$ cat src/rtl/aes_ctr_req.sv
// aes_ctr_req: counter-owning initiator for the sliced AES CTR-mode increment
// protocol. Holds the 128-bit counter block, offers it on a valid/ready stream,
// requests an increment per accepted value, serves the counter FSM's slice
// reads and captures its slice writebacks.
// Optional feature macro: AES_CTR_REQ_WRAP_DETECT_EN (sticky wrap_o on a
// counter that rolled over to all-zeros); when undefined wrap_o is tied low.
module aes_ctr_req #(
  parameter  int unsigned SliceSize     = 16,
  parameter  int unsigned NumSlices     = 8,
  localparam int unsigned SliceIdxWidth = $clog2(NumSlices)
) (
  input  logic                           clk_i,
  input  logic                           rst_i,
  input  logic                           iv_load_i,
  input  logic [SliceSize*NumSlices-1:0] iv_i,
  output logic                           out_valid_o,
  input  logic                           out_ready_i,
  output logic [SliceSize*NumSlices-1:0] out_ctr_o,
  output logic                           incr_o,
  input  logic                           ready_i,
  input  logic [SliceIdxWidth-1:0]       ctr_slice_idx_i,
  output logic [SliceSize-1:0]           ctr_slice_o,
  input  logic [SliceSize-1:0]           ctr_slice_i,
  input  logic                           ctr_we_i,
  input  logic                           alert_i,
  output logic                           err_o,
  output logic                           wrap_o
);

  localparam logic [SliceIdxWidth:0] WcntFull = (SliceIdxWidth+1)'(NumSlices);

  typedef enum logic [2:0] {
    StIdle,
    StValid,
    StReq,
    StBusy,
    StError
  } state_e;

  state_e                                state_q, state_d;
  logic [NumSlices-1:0][SliceSize-1:0]   ctr_q, ctr_d;
  logic [SliceIdxWidth:0]                wcnt_q, wcnt_d;
  logic                                  out_valid_q, incr_q, err_q;

  // Slice read port for the counter FSM; no bypass of a same-cycle write.
  assign ctr_slice_o = ctr_q[ctr_slice_idx_i];
  assign out_ctr_o   = ctr_q;
  assign out_valid_o = out_valid_q;
  assign incr_o      = incr_q;
  assign err_o       = err_q;

  // Next-state, counter update and write-count logic.
  always_comb begin
    // NOTE: every signal gets a default before the case so no latch is inferred.
    state_d = state_q;
    ctr_d   = ctr_q;
    wcnt_d  = wcnt_q;

    if (alert_i) begin
      state_d = StError;
    end else begin
      unique case (state_q)
        StIdle, StValid: begin
          if (ctr_we_i) begin
            state_d = StError;
          end else if (iv_load_i) begin
            // A load beats a same-cycle handshake; that handshake is dropped.
            ctr_d   = iv_i;
            state_d = StValid;
          end else if (state_q == StValid && out_ready_i) begin
            state_d = StReq;
          end
        end

        StReq: begin
          wcnt_d = '0;
          if (ctr_we_i) begin
            state_d = StError;
          end else if (ready_i) begin
            state_d = StBusy;
          end
        end

        StBusy: begin
          if (ctr_we_i) begin
            if (wcnt_q == WcntFull) begin
              state_d = StError;
            end else begin
              ctr_d[ctr_slice_idx_i] = ctr_slice_i;
              wcnt_d                 = wcnt_q + 1'b1;
            end
          end
          if (state_d != StError && ready_i) begin
            state_d = (wcnt_d == WcntFull) ? StValid : StError;
          end
        end

        default: begin
          // StError is terminal; only reset leaves it.
          state_d = StError;
        end
      endcase
    end
  end

  // State, counter and registered status outputs.
  always_ff @(posedge clk_i) begin
    // NOTE: sequential state uses non-blocking assignments only.
    if (rst_i) begin
      state_q     <= StIdle;
      ctr_q       <= '0;
      wcnt_q      <= '0;
      out_valid_q <= 1'b0;
      incr_q      <= 1'b0;
      err_q       <= 1'b0;
    end else begin
      state_q     <= state_d;
      ctr_q       <= ctr_d;
      wcnt_q      <= wcnt_d;
      out_valid_q <= (state_d == StValid);
      incr_q      <= (state_d == StReq);
      err_q       <= (state_d == StError);
    end
  end

`ifdef AES_CTR_REQ_WRAP_DETECT_EN
  logic wrap_q, wrap_set, wrap_clr;

  assign wrap_set = (state_q == StBusy) && (state_d == StValid) && (ctr_d == '0);
  assign wrap_clr = iv_load_i && (state_q inside {StIdle, StValid}) &&
                    (state_d == StValid);

  // Sticky wrap flag, cleared by an accepted IV load.
  always_ff @(posedge clk_i) begin
    if (rst_i) begin
      wrap_q <= 1'b0;
    end else if (wrap_clr) begin
      wrap_q <= 1'b0;
    end else if (wrap_set) begin
      wrap_q <= 1'b1;
    end
  end

  assign wrap_o = wrap_q;
`else
  assign wrap_o = 1'b0;
`endif

endmodule

$ cat config.mk
export PLATFORM = sky130hd
export DESIGN_NAME = aes_ctr_req
export DESIGN_NICKNAME = d
export VERILOG_FILES = /design/src/rtl/aes_ctr_req.sv
export SDC_FILE = /design/constraint.sdc
export NUM_CORES = 1
export LEC_CHECK = 0
export CAP_MARGIN = 20
export CORE_MARGIN = 8
export CORE_UTILIZATION = 46
export CTS_CLUSTER_SIZE = 8
export DETAILED_ROUTE_END_ITERATION = 10
export PLACE_DENSITY = 0.83
export REMOVE_ABC_BUFFERS = 1
export SLEW_MARGIN = 25
export SYNTH_ARGS = -nofsm -noshare
export SYNTH_HDL_FRONTEND = slang
export SYNTH_SLANG_ARGS = --single-unit
$ cat constraint.sdc
create_clock -name clk_i -period 3.3 [get_ports clk_i]
set_input_delay 0.495 -clock clk_i [delete_from_list [all_inputs] [get_ports clk_i]]
set_output_delay 0.495 -clock clk_i [all_outputs]
set_load 0.01 [all_outputs]
==> impl_metrics.yaml, run 1 <==
drt:
  wl_mm: 31.87
  drc: 0
  firstDrtPassIters: 6
  wire_per_inst_um: 25.03
  drt_iter0_drc: 1090
  antenna_left: 0
  drt-vias-per-instance: 6.510
  vias: 8287
placed_design:
  gp_congestion: 0.8776
  portBuffers: 300
  dpl.hpwl_mm: 22.58
job:
  cap_violations: 0
setup_path:
  cp-end-kind: "output pin"
  arrival_ns: 2.57
  startpoint_type: "primary input"
  path_max_fanout: 11
  rr_worst_depth: 5
  startpoint: "ctr_slice_idx_i[2]"
  cp.required_ns: 2.80
  crit_type: "primary input to output pin"
  r2r-start: "state_q[0]"
clock_network:
  clkTransAtPathRegs_ns: 0.06
  cts_sinks: 138
  cts_max_path_buffers: 2
  cts_resized: 0
  clk_latency_ns: 0.42
  cts_buffers: 17
  tritoncts: "done"
  cts_max_level: 4
  hold_buffers: 0
  postCtsSetupBuffers: 0
  root_buffer: "clkbuf_16"
global_route:
  antenna_found_initial: 0
  grt_max_degree: 69
  global_route.usage.total: 0.3265
  grt-busiest-layer: "met2"
  met3_usage: 0.1011
  grtUsageMet2: 0.5098
  grt_pass1_wl_mm: 47.15
  grt_overflow: 0
  grt_pass1_vias: 8017
  use_met1: 0.4072
hold_path:
  hold_class: "flop to flop"
  min_from: "out_ctr_o[109]"
  min_path_cells: 2
final_layout:
  area_growth_pct: 57.09
  drive_above_1_share: 0.09734
  finalNetCount: 1234
  utilization: 0.7398
  diodes: 0
die:
  dieArea_mm2: 0.01904
  die_h_um: 138.0
  die_w_um: 138.0
  initial_core_util: 0.4709
  ios: 302
  core_area_mm2: 0.01453
  core.rowCount: 44
yosys:
  synth_enable_flop_cells: 0
  synth_common_cells: "193 x a22oi_1, 146 x nor2_1, 138 x dfxtp_1, 128 x a211oi_1, 51 x clkbuf_1"
  yosysWarnings: 0
  synth_area_leaders: "dfxtp_1 40%, a22oi_1 21%, a211oi_1 14%, nor2_1 8.0%, buf_2 3.3%"
  ys_types: 44
  yosysTopAreaCellShare: 0.4037
  synthFlopType: "dfxtp_1"
  synth_area_per_cell_um2: 8.460
  netlist_area_mm2: 0.006844
  yosys.area.top_type: "dfxtp_1"
  ys_seq_area_frac: 0.4037
  synthArstFlopShare: 0
  yosysMostFrequentCell: "a22oi_1"
  synth_seq_cells: 138
  syn_inst: 809
timing:
  min_period_ns: 3.065
  timing.final.crit_share: 0.9287
  hold_viol: 0
  setup_violations: 0
  clock_skew_ns: 0.004514
  slew_violations: 0
  fmax_mhz: 326.3
  worst_pin_slew_ns: 0.5795
  holdWs_ns: 0.5171
  max_slew_margin: 0.6137
  rsz0062_at_grt: "no"
status:
  status: "complete, no violations"
power_and_ir_drop:
  ir_worst_vdd_mv: 0.3069
  power_density_mw_per_mm2: 400.5
  leakage_nw: 3.702
[critical path: stages]
cell	delay, ns
clkdlybuf4s50_1	0.55
buf_4	0.23
nor3b_4	0.20
buf_4	0.26
a22oi_1	0.10
nand4_1	0.12
clkdlybuf4s50_1	0.62
[per-stage QoR]
stage	TNS (ns)	std cells	worst slack (ns)	area [um^2]	total power, W
after global placement	0	1243	0.3189	10210	0.002544
after floorplan	-172.39	706	-1.570	6375	0.002044
after detailed placement	0	1243	0.2854	10210	0.002555
after global routing	0	1273	0.1624	10750	0.004433
after CTS	0	1273	0.2518	10750	0.004296
final	0	1273	0.2354	10750	0.004306
[flip-flops by register name, indices dropped and copies added (netlist names)]
name and flops:
err_o 1, incr_o 1, out_ctr_o 128, out_valid_o 1
state_q 3, wcnt_q 4
[area by class of cell]
| class | instances | area [um^2] |
|---|---|---|
| well taps | 184 | 230.2 |
| multi-input cells | 564 | 3712 |
| fillers | 1097 | 3782 |
| inverters | 4 | 15.01 |
| clock buffers | 29 | 540.5 |
| clock inverters | 1 | 5.005 |
| repair buffers | 353 | 3486 |
| flip-flops and latches | 138 | 2763 |
[worst paths after layout]
kind / endpoint / slack (ns)
hold / removal: out_ctr_o[109] / 0.52
setup reg to reg: out_ctr_o[51] / 1.09
hold reg to reg: out_ctr_o[109] / 0.52
setup / recovery: ctr_slice_o[4] / 0.24
[cell usage in the layout (no fill, tap or decap), types with 2 or more instances in the layout]
| cell type | n |
|---|---|
| buf_4 | 47 |
| nor3_4 | 3 |
| nor3b_4 | 3 |
| clkbuf_1 | 5 |
| nand2_1 | 11 |
| ha_1 | 2 |
| nor2_2 | 4 |
| o21ai_0 | 4 |
| inv_1 | 3 |
| clkbuf_8 | 7 |
| and2_1 | 8 |
| nor2_4 | 8 |
| and3_1 | 2 |
| nand4_1 | 18 |
| dfxtp_1 | 138 |
| nand2b_1 | 2 |
| buf_12 | 7 |
| a31oi_1 | 5 |
| nor3_1 | 3 |
| a22oi_1 | 193 |
| nor2_1 | 136 |
| a21oi_1 | 12 |
| and3b_1 | 2 |
| clkdlybuf4s50_1 | 299 |
| clkbuf_16 | 17 |
| a211oi_1 | 128 |
[metal layers]
metal	wire, um	part of all wire	vias to the layer above
met5	0	0	-
met4	1247	0.039	0
met3	4034	0.13	87
met2	14700	0.46	605
met1	11880	0.37	3943
li1	-	-	3652
[kinds of logic (layout without fill, tap and decap cells)]
kind of cell / after synthesis / in the layout / synth area share
adders and majority gates: 2 / 2 / 0.003656
AOI/OAI and AO/OA: 352 / 352 / 0.3799
DFF: 138 / 138 / 0.4037
and+or+nand+nor: 209 / 209 / 0.1415
other: 1 / 1 / 0.0005479
buffers and inverters: 107 / 387 / 0.07075
[where the power goes]
group          total (W)  switching (W)  leakage [nW]  internal (W)
Combinational   0.000739       0.000328          2.31      0.000411
Sequential       0.00180      0.0000629          1.12       0.00173
Clock            0.00177       0.000679         0.270       0.00109
Total            0.00431        0.00107          3.70       0.00324
No activity file was read; power rests on OpenSTA's default activity.
==> inputs of run 2 (changes only) <==
--- a/config.mk
+++ b/config.mk
@@ -6,7 +6,6 @@
 export NUM_CORES = 1
 export LEC_CHECK = 0
 export CAP_MARGIN = 20
-export CORE_MARGIN = 8
 export CORE_UTILIZATION = 46
 export CTS_CLUSTER_SIZE = 8
 export DETAILED_ROUTE_END_ITERATION = 10
==> impl_metrics.yaml, run 2 (synthesis gave the netlist of run 1 again) <==
placed_design:
  portBuffers: 300
  place_ws_ns: 0.1563
  gp_congestion: 0.9295
  dpl.hpwl_mm: 20.69
  dpl-instance-area_mm2: 0.01022
die:
  initial_core_util: 0.4709
  die_h_um: 124.0
  core.rowCount: 44
  ios: 302
  dieArea_mm2: 0.01537
  core_area_mm2: 0.01453
  die_w_um: 124.0
global_route:
  grt-busiest-layer: "met2"
  grt_pass1_wl_mm: 43.90
  grt_pass1_vias: 7918
  use_met1: 0.4828
  global_route.usage.total: 0.3848
  grt_overflow: 0
  met3_usage: 0.09844
  grtUsageMet2: 0.6031
  grt_max_degree: 61
  antenna_found_initial: 0
timing:
  holdWs_ns: 0.5184
  timing.final.crit_share: 0.9775
  setup_violations: 0
  clock_skew_ns: 0.008796
  max_slew_margin: 0.5673
  rsz0062_at_grt: "no"
  worst_slack_ns: 0.07430
  slew_violations: 0
  worst_pin_slew_ns: 0.6475
  fmax_mhz: 310.0
  hold_viol: 0
  min_period_ns: 3.226
setup_path:
  startpoint: "ctr_slice_idx_i[1]"
  endpoint: "ctr_slice_o[4]"
  critPathBufInv: 3
  critical-path-top-delay-family: "buffers and inverters"
  ff2ff_setup_slack_ns: 0.97
  cp.required_ns: 2.80
  path_max_fanout: 9
  slowest_delay_ns: 0.66
  r2r-end: "out_ctr_o[51]"
  critPathMostFrequentCell: "clkdlybuf4s50_1"
  crit_type: "primary input to output pin"
  cp_cell_sequence: "clkdlybuf4s50_1, nor3b_4, buf_4, a22oi_1, nand4_1, clkdlybuf4s50_1"
  cp_slowest_cell: "clkdlybuf4s50_1"
  path_depth: 6
  r2r-start: "state_q[0]"
  cp-end-kind: "output pin"
  arrival_ns: 2.73
  rr_worst_depth: 8
  startpoint_type: "primary input"
final_layout:
  finalNetCount: 1237
  final_cell_mix: "299 x clkdlybuf4s50_1, 193 x a22oi_1, 138 x dfxtp_1"
  drive_above_1_share: 0.1033
  largest_register_ffs: 128
  nFillCells: 1066
  final_area_mm2: 0.01078
  area_growth_pct: 57.44
  multiInputGateArea_mm2: 0.003712
  layout_commonest_cell: "clkdlybuf4s50_1"
  diodes: 0
  seqCellArea_mm2: 0.002763
clock_network:
  root_buffer: "clkbuf_16"
  cts_resized: 0
  clk_latency_ns: 0.43
  cts_max_level: 4
  clkTransAtPathRegs_ns: 0.06
  tritoncts: "done"
  hold_buffers: 0
  cts_sinks: 138
  cts_buffers: 17
  postCtsSetupBuffers: 0
  cts_max_path_buffers: 2
drt:
  firstDrtPassIters: 6
  drt_iter0_drc: 1174
  antenna_left: 0
  wire_per_inst_um: 23.31
  vias: 8294
  drt-vias-per-instance: 6.490
  drc: 0
  wl_mm: 29.79
hold_path:
  hold_class: "flop to flop"
job:
  cap_violations: 0
power_and_ir_drop:
  power_density_mw_per_mm2: 403.7
  ir_worst_vdd_mv: 0.3473
  leakage_nw: 3.720
status:
  status: "complete, no violations"
run 2: worst min-delay path by stage:
stage                             start             to  cells after the start  slack [ns]
after global routing              rst_i  out_ctr_o[72]                      2        0.54
after CTS                 out_ctr_o[94]  out_ctr_o[94]                      2        0.52
after global placement     out_ctr_o[2]   out_ctr_o[2]                      2        0.50
final                     out_ctr_o[25]  out_ctr_o[25]                      2        0.52
after floorplan               wcnt_q[1]      wcnt_q[1]                      2        0.47
after detailed placement   out_ctr_o[2]   out_ctr_o[2]                      2        0.51
run 2: worst register-to-register path: stages, from the launching register on:
cell	delay [ns]
dfxtp_1	0.61
nand2_2	0.15
o21ai_1	0.11
nand2_1	0.39
buf_4	0.31
nor2_4	0.11
buf_4	0.26
nor2_1	0.07
a211oi_1	0.23
run 2: metrics by stage:
step,std cells,TNS [ns],util,power (W)
global route,1278,0,0.7414,0.004461
detailed placement,1246,0,0.7029,0.002553
finish,1278,0,0.7414,0.004350
global placement,1246,0,0.7029,0.002542
CTS,1278,0,0.7414,0.004339
floorplan,706,-172.39,-,0.002044
run 2: layout make-up:
class	instances	area share
clock inverters	8	0.006270
inverters	4	0.001393
multi-input cells	564	0.3445
repair buffers	356	0.3244
clock buffers	24	0.04563
flip-flops and latches	138	0.2564
well taps	184	0.02137
run 2: power breakdown:
part / internal, W / switching, W
sequential: 0.00173 / 0.0000647
combinational: 0.000413 / 0.000326
clock: 0.00111 / 0.000707
run 2: routing by layer:
| metal | share of wire | up-vias |
|---|---|---|
| li1 | - | 3659 |
| met1 | 0.38 | 3881 |
| met2 | 0.45 | 639 |
| met3 | 0.12 | 115 |
| met4 | 0.048 | 0 |
| met5 | 0 | - |
==> inputs of run 3 (changes only) <==
==> constraint.sdc (replaced) <==
create_clock -name clk_i -period 3.3 [get_ports clk_i]
set_input_delay 0.495 -clock clk_i [delete_from_list [all_inputs] [get_ports clk_i]]
set_output_delay 0.495 -clock clk_i [all_outputs]
set_load 0.02 [all_outputs]
==> impl_metrics.yaml, run 3 (synthesis gave the netlist of run 1 again) <==
final_layout:
  drive_above_1_share: 0.1016
  layout_commonest_cell: "clkdlybuf4s50_1"
  diodes: 0
  finalNetCount: 1236
  nFillCells: 1092
  final_area_mm2: 0.01079
  area_growth_pct: 57.64
  utilization: 0.7423
  final_cell_mix: "298 x clkdlybuf4s50_1, 193 x a22oi_1, 138 x dfxtp_1"
  largest_register_ffs: 128
die:
  dieArea_mm2: 0.01537
  core_area_mm2: 0.01453
  initial_core_util: 0.4709
  core.rowCount: 44
  die_w_um: 124.0
  ios: 302
  die_h_um: 124.0
global_route:
  grt_max_degree: 70
  grt_overflow: 0
  grt_pass1_vias: 7682
  antenna_found_initial: 0
  grt_pass1_wl_mm: 43.45
  global_route.usage.total: 0.3815
clock_network:
  clkTransAtPathRegs_ns: 0.05
  root_buffer: "clkbuf_16"
  cts_sinks: 138
  tritoncts: "done"
  hold_buffers: 0
  cts_buffers: 17
  cts_max_level: 4
  clk_latency_ns: 0.43
  cts_max_path_buffers: 2
drt:
  drc: 0
  antenna_left: 0
  vias: 8201
  drt-vias-per-instance: 6.427
  wl_mm: 29.40
  wire_per_inst_um: 23.04
  drt_iter0_drc: 1052
  firstDrtPassIters: 9
status:
  status: "complete, no violations"
setup_path:
  crit_type: "primary input to output pin"
  path_max_fanout: 12
  cp-end-kind: "output pin"
  cp.required_ns: 2.80
  arrival_ns: 2.66
  startpoint_type: "primary input"
power_and_ir_drop:
  leakage_nw: 3.732
  power.switching_w: 0.001147
  ir_worst_vdd_mv: 0.3949
  clkPwrFrac: 0.435
  p_int_w: 0.003426
  power_density_mw_per_mm2: 423.9
  power_frac_seq: 0.393
  switching_share: 0.2509
  pwr-share-comb: 0.173
placed_design:
  portBuffers: 300
  dpl.hpwl_mm: 20.29
  gp_congestion: 0.9284
  place_ws_ns: 0.1317
  dpl-instance-area_mm2: 0.01017
timing:
  max_slew_margin: 0.5988
  slew_violations: 0
  min_period_ns: 3.155
  hold_viol: 0
  rsz0062_at_grt: "no"
  timing.final.crit_share: 0.9560
  setup_violations: 0
  worst_slack_ns: 0.1451
  fmax_mhz: 317.0
  clock_skew_ns: 0.01067
  worst_pin_slew_ns: 0.6018
hold_path:
  hold_class: "flop to flop"
job:
  cap_violations: 0
run 3: cell types whose count changed in the layout (fill, tap and decap cells not counted), sizes merged:
cell | before | now
clkinvlp | 1 | 2
clkinv | 6 | 1
dlymetal6s2s | 0 | 1
clkbuf | 24 | 25
buf | 57 | 56
clkdlybuf4s50 | 299 | 298
bufinv | 1 | 3
run 3: path summary, 6_finish.rpt:
check,start,endpoint,slack [ns],depth (start not counted)
min,out_ctr_o[0],out_ctr_o[0],0.52,2
max,ctr_slice_idx_i[1],ctr_slice_o[11],0.15,7
max reg2reg,state_q[0],out_valid_o,0.99,4
min reg2reg,out_ctr_o[0],out_ctr_o[0],0.52,2
run 3: worst max-delay path: stages:
cell	delay (ns)
clkdlybuf4s50_1	0.69
nand2_1	0.19
nor2_2	0.14
buf_4	0.26
a22oi_1	0.13
nand4_1	0.13
clkdlybuf4s50_1	0.62
run 3: stage by stage:
step	TNS (ns)	total power, W	std cells	hold WS, ns
final	0	0.004573	1276	0.5187
after global routing	0	0.004712	1276	0.5285
after CTS	0	0.004565	1276	0.5168
after detailed placement	0	0.002603	1245	0.5072
after global placement	0	0.002593	1245	0.5018
after floorplan	-172.39	0.002100	706	0.4681
run 3: cell type report:
cell class                      instances  area (um^2)  area share
Clock buffer                           25        505.5     0.04685
Clock inverter                          6        110.1     0.01021
Inverter                                4        15.01    0.001392
Multi-Input combinational cell        564         3712      0.3441
Sequential cell                       138         2763      0.2561
Tap cell                              184        230.2     0.02134
Timing Repair Buffer                  355         3453      0.3201
run 3: power by group through the flow:
stage	clock, W	combinational (W)	sequential (W)
2_1_floorplan	0	0.000211	0.00189
3_3_place_gp	0	0.000763	0.00183
3_5_place_dp	0	0.000774	0.00183
4_1_cts	0.00199	0.000779	0.00179
5_1_grt	0.00208	0.000835	0.00180
6_report	0.00199	0.000789	0.00180
run 3: what timing repair did:
action / CTS / global route
gates resized for setup: 0 / 1
buffers inserted: 0 / 0
endpoints found under the setup margin: 0 / 2
run 3: per-layer routing:
layer	global-route usage	wire, um	up-vias	share of wire
li1	-	-	3653	-
met2	0.5938	13590	680	0.46
met4	0.1659	1044	0	0.036
met5	0	0	-	0
met1	0.4872	10750	3769	0.37
met3	0.1149	4021	99	0.14
